`src/rtl/pc_pkg.sv`:
```
// -----------------------------------------------------------------------------
// pc_pkg
// Shared types and constants for the program-counter stage of the RV32 core.
//   pc_state_e            : PC-stage control state (BOOT, RUN, TRAP, HALTED)
//   XLEN                  : architectural register / address width
//   ALIGN_MASK            : low address bits that must be zero for a 32-bit fetch
//   DEFAULT_RESET_VECTOR  : default PC loaded on reset
//   DEFAULT_TRAP_VECTOR   : default PC loaded on a misaligned next-PC
// -----------------------------------------------------------------------------
package pc_pkg;

    localparam int XLEN = 32;

    localparam logic [1:0] ALIGN_MASK = 2'b11;

    localparam logic [XLEN-1:0] DEFAULT_RESET_VECTOR = 32'h0000_0000;
    localparam logic [XLEN-1:0] DEFAULT_TRAP_VECTOR  = 32'h0000_0100;

    typedef enum logic [1:0] {
        BOOT   = 2'b00,
        RUN    = 2'b01,
        TRAP   = 2'b10,
        HALTED = 2'b11
    } pc_state_e;

    // True when the address is not on a 4-byte boundary.
    function automatic logic is_misaligned(input logic [XLEN-1:0] addr);
        return ((addr[1:0] & ALIGN_MASK) != 2'b00);
    endfunction

endpackage

```
`src/rtl/pc_perf_counter.sv`:
```
// -----------------------------------------------------------------------------
// pc_perf_counter
// 64-bit free-running event counter, wraps modulo 2^64.
// Ports:
//   clk_i    : clock, rising edge
//   clr_ni   : synchronous active-low clear (overrides enable)
//   en_i     : count enable, +1 per enabled cycle
//   count_o  : current count (registered)
// -----------------------------------------------------------------------------
module pc_perf_counter (
    input  logic        clk_i,
    input  logic        clr_ni,
    input  logic        en_i,
    output logic [63:0] count_o
);

    logic [63:0] count_q;

    // Counter register with synchronous clear.
    always_ff @(posedge clk_i) begin
        if (!clr_ni) begin
            count_q <= 64'd0;
        end else if (en_i) begin
            count_q <= count_q + 64'd1;
        end else begin
            count_q <= count_q;
        end
    end

    assign count_o = count_q;

endmodule

```
`src/rtl/pc_unit.sv`:
```
// -----------------------------------------------------------------------------
// pc_unit
// Program-counter stage of the single-cycle RV32 core. Registers the output of
// the next-PC mux, supplies PC+4 back to that mux, stalls on request, redirects
// misaligned targets to TRAP_VECTOR, and supports debug halt/resume.
// Ports:
//   clk_i           : core clock, rising edge
//   rst_n_i         : synchronous active-low reset
//   next_pc_i       : next-PC value from the next-PC mux
//   pc_write_en_i   : 1 = accept next_pc_i, 0 = stall
//   halt_i          : level-sensitive halt request
//   resume_i        : pulse to leave HALTED
//   pc_o            : current PC (instruction-memory address)
//   pc_plus4_o      : pc_o + 4, combinational, modulo 2^32
//   fetch_valid_o   : instruction at pc_o is executed this cycle
//   trap_valid_o    : high for the cycle following a misaligned target
//   bad_addr_o      : next_pc_i value that caused the last trap
//   halted_o        : high while halted
// Optional (macro PC_UNIT_PERF_CNT_EN):
//   cycle_count_o   : non-reset cycle count, 64-bit wrapping
//   retire_count_o  : count of accepted aligned PC updates in RUN
// -----------------------------------------------------------------------------
module pc_unit
    import pc_pkg::*;
#(
    parameter logic [XLEN-1:0] RESET_VECTOR = DEFAULT_RESET_VECTOR,
    parameter logic [XLEN-1:0] TRAP_VECTOR  = DEFAULT_TRAP_VECTOR
) (
    input  logic            clk_i,
    input  logic            rst_n_i,
    input  logic [XLEN-1:0] next_pc_i,
    input  logic            pc_write_en_i,
    input  logic            halt_i,
    input  logic            resume_i,
    output logic [XLEN-1:0] pc_o,
    output logic [XLEN-1:0] pc_plus4_o,
    output logic            fetch_valid_o,
    output logic            trap_valid_o,
    output logic [XLEN-1:0] bad_addr_o,
    output logic            halted_o
`ifdef PC_UNIT_PERF_CNT_EN
    ,
    output logic [63:0]     cycle_count_o,
    output logic [63:0]     retire_count_o
`endif
);

    pc_state_e       state_q, state_d;
    logic [XLEN-1:0] pc_q, pc_d;
    logic [XLEN-1:0] bad_addr_q, bad_addr_d;

    // Next-state and next-PC selection; Halt outranks the misalignment check.
    always_comb begin
        state_d    = state_q;
        pc_d       = pc_q;
        bad_addr_d = bad_addr_q;
        case (state_q)
            BOOT: begin
                // One settle cycle for instruction memory before fetching.
                state_d = RUN;
            end
            RUN: begin
                if (halt_i) begin
                    state_d = HALTED;
                end else if (pc_write_en_i && is_misaligned(next_pc_i)) begin
                    pc_d       = TRAP_VECTOR;
                    bad_addr_d = next_pc_i;
                    state_d    = TRAP;
                end else if (pc_write_en_i) begin
                    pc_d = next_pc_i;
                end else begin
                    pc_d = pc_q;
                end
            end
            TRAP: begin
                state_d = RUN;
            end
            HALTED: begin
                if (resume_i && !halt_i) begin
                    state_d = RUN;
                end else begin
                    state_d = HALTED;
                end
            end
            default: begin
                state_d = BOOT;
            end
        endcase
    end

    // State, PC and trap-address registers.
    always_ff @(posedge clk_i) begin
        if (!rst_n_i) begin
            state_q    <= BOOT;
            pc_q       <= RESET_VECTOR;
            bad_addr_q <= '0;
        end else begin
            state_q    <= state_d;
            pc_q       <= pc_d;
            bad_addr_q <= bad_addr_d;
        end
    end

    // Status outputs decode registered state only, so no input reaches them
    // combinationally.
    assign pc_o          = pc_q;
    assign pc_plus4_o    = pc_q + 32'd4;
    assign fetch_valid_o = (state_q == RUN);
    assign trap_valid_o  = (state_q == TRAP);
    assign halted_o      = (state_q == HALTED);
    assign bad_addr_o    = bad_addr_q;

`ifdef PC_UNIT_PERF_CNT_EN
    logic retire_en_s;

    // An instruction retires when RUN accepts an aligned next PC.
    assign retire_en_s = (state_q == RUN) && !halt_i && pc_write_en_i
                         && !is_misaligned(next_pc_i);

    pc_perf_counter u_cycle_cnt (
        .clk_i   (clk_i),
        .clr_ni  (rst_n_i),
        .en_i    (1'b1),
        .count_o (cycle_count_o)
    );

    pc_perf_counter u_retire_cnt (
        .clk_i   (clk_i),
        .clr_ni  (rst_n_i),
        .en_i    (retire_en_s),
        .count_o (retire_count_o)
    );
`endif

endmodule

```
`config.mk`:
```
export PLATFORM = sky130hd
export DESIGN_NAME = pc_unit
export DESIGN_NICKNAME = d
export VERILOG_FILES = /design/src/rtl/pc_pkg.sv /design/src/rtl/pc_perf_counter.sv /design/src/rtl/pc_unit.sv
export SDC_FILE = /design/constraint.sdc
export NUM_CORES = 1
export LEC_CHECK = 0
export BUFFER_PORTS_ARGS = -buffer_cell sky130_fd_sc_hd__buf_2
export CAP_MARGIN = 10
export CORE_ASPECT_RATIO = 0.75
export CORE_MARGIN = 4
export CORE_UTILIZATION = 28
export DETAILED_ROUTE_END_ITERATION = 8
export PLACE_DENSITY_LB_ADDON = 0.15
export SYNTH_ARGS = -nofsm -noshare
export SYNTH_HDL_FRONTEND = slang
export SYNTH_HIERARCHICAL = 1
export SYNTH_SLANG_ARGS = --single-unit
```
`constraint.sdc`:
```
create_clock -name clk_i -period 1.8 [get_ports clk_i]
set_input_delay 0.36 -clock clk_i [delete_from_list [all_inputs] [get_ports clk_i]]
set_output_delay 0.36 -clock clk_i [all_outputs]
set_load 0.02 [all_outputs]
```
Word level (Yosys, flattened, before mapping)
Cells that the tools add are included.
{ "op_classes": {"add_sub_neg": 1, "multipliers": 0, "div_mod_pow": 0, "n_lt_le_gt_ge": 0, "n_eq_ne": 4, "shift": 0, "n_mux": 6, "bitwise_logic": 1, "reduce_logical": 9} }
{ "op_table": {"columns": ["cell", "n"], "rows": [
  ["$mux 32", 2],
  ["$add 32x3->32 const B", 1],
  ["$mux 2", 3],
  ["$pmux 2 s3", 1],
  ["$reduce_and 3->1", 2],
  ["$eq 2x2->1 const B", 2],
  ["$reduce_bool 2->1", 2],
  ["$ne 3x2->1 const B", 1],
  ["$eq 2x1->1 const B", 1],
  ["$logic_and 1x1->1", 2],
  ["$logic_not 2->1", 1],
  ["$reduce_or 2->1", 1],
  ["$logic_not 1->1", 1],
  ["$not 1->1", 1]
]} }
{ "word_totals": {"ff_bits": 66, "latchBits": 0, "mem_bits_rw": 0, "mem_bits_ro": 0, "in_bits": 37, "output_inout_bits": 99, "word_cells": 24, "n_memories": 0} }

Logic depth before layout (Yosys ltp)
{ "logic_depth": {"word_depth": 5, "depth_mapped": 6, "mapped_depth_nobuf": 5} }

Worst setup path before layout
OpenSTA, ideal clock, no wires.
{ "synth_timing": {"kind": "reg-to-output", "startpoint": "register pc_q[2], in the netlist pc_o[2]", "endpoint": "output pc_plus4_o[22]", "t_arrival_ns": 1.829, "required_ns": 1.440, "setup_slack_ns": -0.389, "stages_incl_launch_ff": 6, "path_buffers": 0, "path_cell_list": "dfxtp_1 > ha_1 > nand3_1 > nor4_4 > nand4_1 > xnor2_1"} }
{ "synth_between": {"elab_chain_len": 1} }
{ "synth_lines": {"columns": ["item", "line_no", "source"], "rows": [
  ["start, declared", "pc_unit.sv:49", "logic [XLEN-1:0] pc_q, pc_d;"],
  ["start signal, assigned", "pc_unit.sv:99", "pc_q <= pc_d;"],
  ["$add 32x3->32", "pc_unit.sv:107", "assign pc_plus4_o = pc_q + 32'd4;"],
  ["end, declared", "pc_unit.sv:36", "output logic [XLEN-1:0] pc_plus4_o,"]
]} }
No other way between the ends.

Final worst setup path
{ "layout_timing": {"startpoint": "register pc_q[11], in the netlist pc_o[11]", "endpoint": "output pc_plus4_o[22]"} }
Same word-level chain as after synthesis.

==> flow_summary.yaml <==
outcome:
  status: "finished, violations left"
  violations: "setup timing"
floorplanning:
  ioPinCount: 136
  core_area_um2: 10300
  dieArea_um2: 12400
  die_h_um: 97.3
  num_rows: 32
  die_w_um: 127
  start_util_pct: 28.8
synthesis:
  synthDistinctLibCells: 30
  ys_ff_latch: 66
  yosys-top-cells-area: "dfxtp_1, nand2_1, a22oi_1, xnor2_1, a21boi_0"
  yosys-top-cells-count: "nand2_1, dfxtp_1, nor2b_1, a22oi_1, a21boi_0"
  yosysMostFrequentCell: "nand2_1"
  ys_warn_count: 6
  synth_largest_area_cell: "dfxtp_1"
  synth_ff_type: "dfxtp_1"
  async_flop_share_pct: 0
  synth_edf_count: 0
  avgSynthCellArea_um2: 8.84
  synth_top_area_share_pct: 44.4
  ys_seq_area_share_pct: 44.4
  netlist_area_um2: 2980
  synth_cells: 337
  synth_fp_nets: 375
timing:
  rsz0062_at_grt: "yes"
  slew_viol_final: 0
  fmax_mhz: 461
  setup_viol: 26
  worst_pin_slew_ps: 451
  slew_headroom_pct: 69.9
  hold_viol_final: 0
  fin_skew_ps: 4.22
  layout_min_cycle_time_ps: 2170
  holdWs_ps: 286
  finalCritPeriodShare_pct: 120
  setup_slack_ps: -368
worst_setup_path:
  required_ps: 1440
  critPathArrivalTime_ps: 1810
  crit_type: "reg -> out"
  cp-start-kind: "flop"
  crit_fanout: 5
  worstSetupEndpointType: "primary output"
cts:
  numCtsBuffers: 9
  clock_path_buffers: 2
  cts_tree: "done"
  clock_latency_ps: 330
  cts.sinks: 66
  cts.htree.levels: 3
  path_clk_slew_ps: 50
  cts_root_buf: "clkbuf_16"
run:
  max_cap_viol_count: 0
routing:
  antenna_left: 0
  viasPerCell: 4.54
  firstDrtPassIters: 4
  drt_first_iter_violations: 93
  wl_um: 9730
  route.detailed.drc: 0
  wire_per_inst_um: 14.9
  dr_total_vias: 2964
placement:
  placed_area_um2: 4280
  place.gp.congestion: 0.734
  io_buffers: 135
  dp_hpwl_um: 7160
pwr:
  peakVddDrop_mv: 0.605
  cellPowerDensity_nw_per_um2: 712
  p_leak_nw: 2.25
global_route:
  grt_pass1_vias: 2920
  grt_overflow_total: 0
  grt_start_max_net_pins: 32
  grt_first_pass_wirelength_um: 15100
  antenna_found_initial: 0
  track_usage_pct: 15.4
cells_and_area:
  synthToLayoutAreaGrowth_pct: 62.9
  nNetsFinal: 550
  postLayoutCellArea_um2: 4850
  drive_gt1_share_pct: 51.6
  n_antenna_cell: 0
  n_fill_cell: 1078
hold_path:
  min_path_type: "in -> reg"
-- flip-flops by register name (all words and copies together) (netlist names) --
register and count:
bad_addr_o 32, pc_o 32, state_q 2
-- what timing repair did --
item                                    CTS  global route
setup buffers                             3             5
endpoints found under the hold margin     0             0
endpoints found under the setup margin   26            26
gates resized for setup                  50            13
pin swaps                                11             9
hold buffers                              0             0
cloned                                    1             0
-- kinds of logic after synthesis --
family	share of synthesized area, %
AOI/OAI and AO/OA	16.2
xor gates and xnor gates	8.24
adders and majority gates	0.420
buffers and inverters	4.08
DFF	44.4
and+or+nand+nor	26.7
-- per-layer routing --
metal	vias to the layer above	part of all wire, %	routed length (um)	GRT usage, %
li1	1505	-	-	-
met4	0	1.1	108	4.29
met1	1361	48	4680	20.5
met5	-	0	0	0
met2	89	43	4170	22.8
met3	9	8.0	774	6.48
-- per-stage QoR --
step,worst slack (ps),power (mW),utilization (%),instances,TNS [ps]
3_5_place_dp,-96.4,1.84,41.4,628,-577
6_report,-368,3.45,47.0,653,-7020
4_1_cts,-379,3.51,46.1,648,-7460
5_1_grt,-472,3.60,47.0,653,-9270
3_3_place_gp,-55.1,1.84,41.4,628,-124
2_1_floorplan,-129,1.69,-,337,-893
-- worst max-delay path: stages, from the launching register on --
cell and delay, ps:
dfxtp_4 350, nand4_4 140, nor4_4 330, buf_6 200, nand4_1 140, xnor2_2 160
buf_4 150
-- path summary, 6_finish.rpt --
kind	startpoint	end	cells after the start	slack (ps)
worst max-delay path	pc_o[11]$_SDFFE_PN0P_	pc_plus4_o[22]	6	-370
worst min-delay path	next_pc_i[8]	bad_addr_o[8]$_SDFFE_PN0P_	3	290
worst max register to register	state_q[1]$_SDFFE_PN0P_	pc_o[2]$_SDFFE_PN0P_	5	340
worst min register to register	bad_addr_o[26]$_SDFFE_PN0P_	bad_addr_o[26]$_SDFFE_PN0P_	2	450
-- placed cells by master (no fill, tap or decap), drive strengths merged --
cell type	synthesis	layout
a21boi	32	32
a21oi	1	1
a22oi	29	29
and2	2	2
and3	5	5
and4	2	2
and4bb	1	1
buf	12	187
clkbuf	11	14
clkinv	0	2
dfxtp	66	66
ha	1	1
inv	4	4
nand2	71	71
nand3	11	11
nand4	11	11
nand4bb	1	1
nor2	7	7
nor2b	32	32
nor3	2	2
nor3b	1	1
nor4	2	2
o21ai	2	2
o311a	1	1
or2	2	2
xnor2	24	24
xor2	4	4
-- cell type report --
type | instances | area, um^2 | area share (%)
Clock buffer | 14 | 274 | 5.65
Clock inverter | 2 | 10.0 | 0.206
Inverter | 4 | 15.0 | 0.309
Multi-Input combinational cell | 244 | 1840 | 37.9
Sequential cell | 66 | 1360 | 28.0
Tap cell | 136 | 170 | 3.51
Timing Repair Buffer | 187 | 1190 | 24.4
-- report_power, final --
group	leakage [nW]	internal [mW]	switching [mW]	total, mW
registers	0.544	1.49	0.0200	1.51
clock network	0.143	1.04	0.601	1.64
logic	1.57	0.129	0.178	0.307
total	2.25	2.66	0.799	3.45
(Power assumes the default switching activity.)
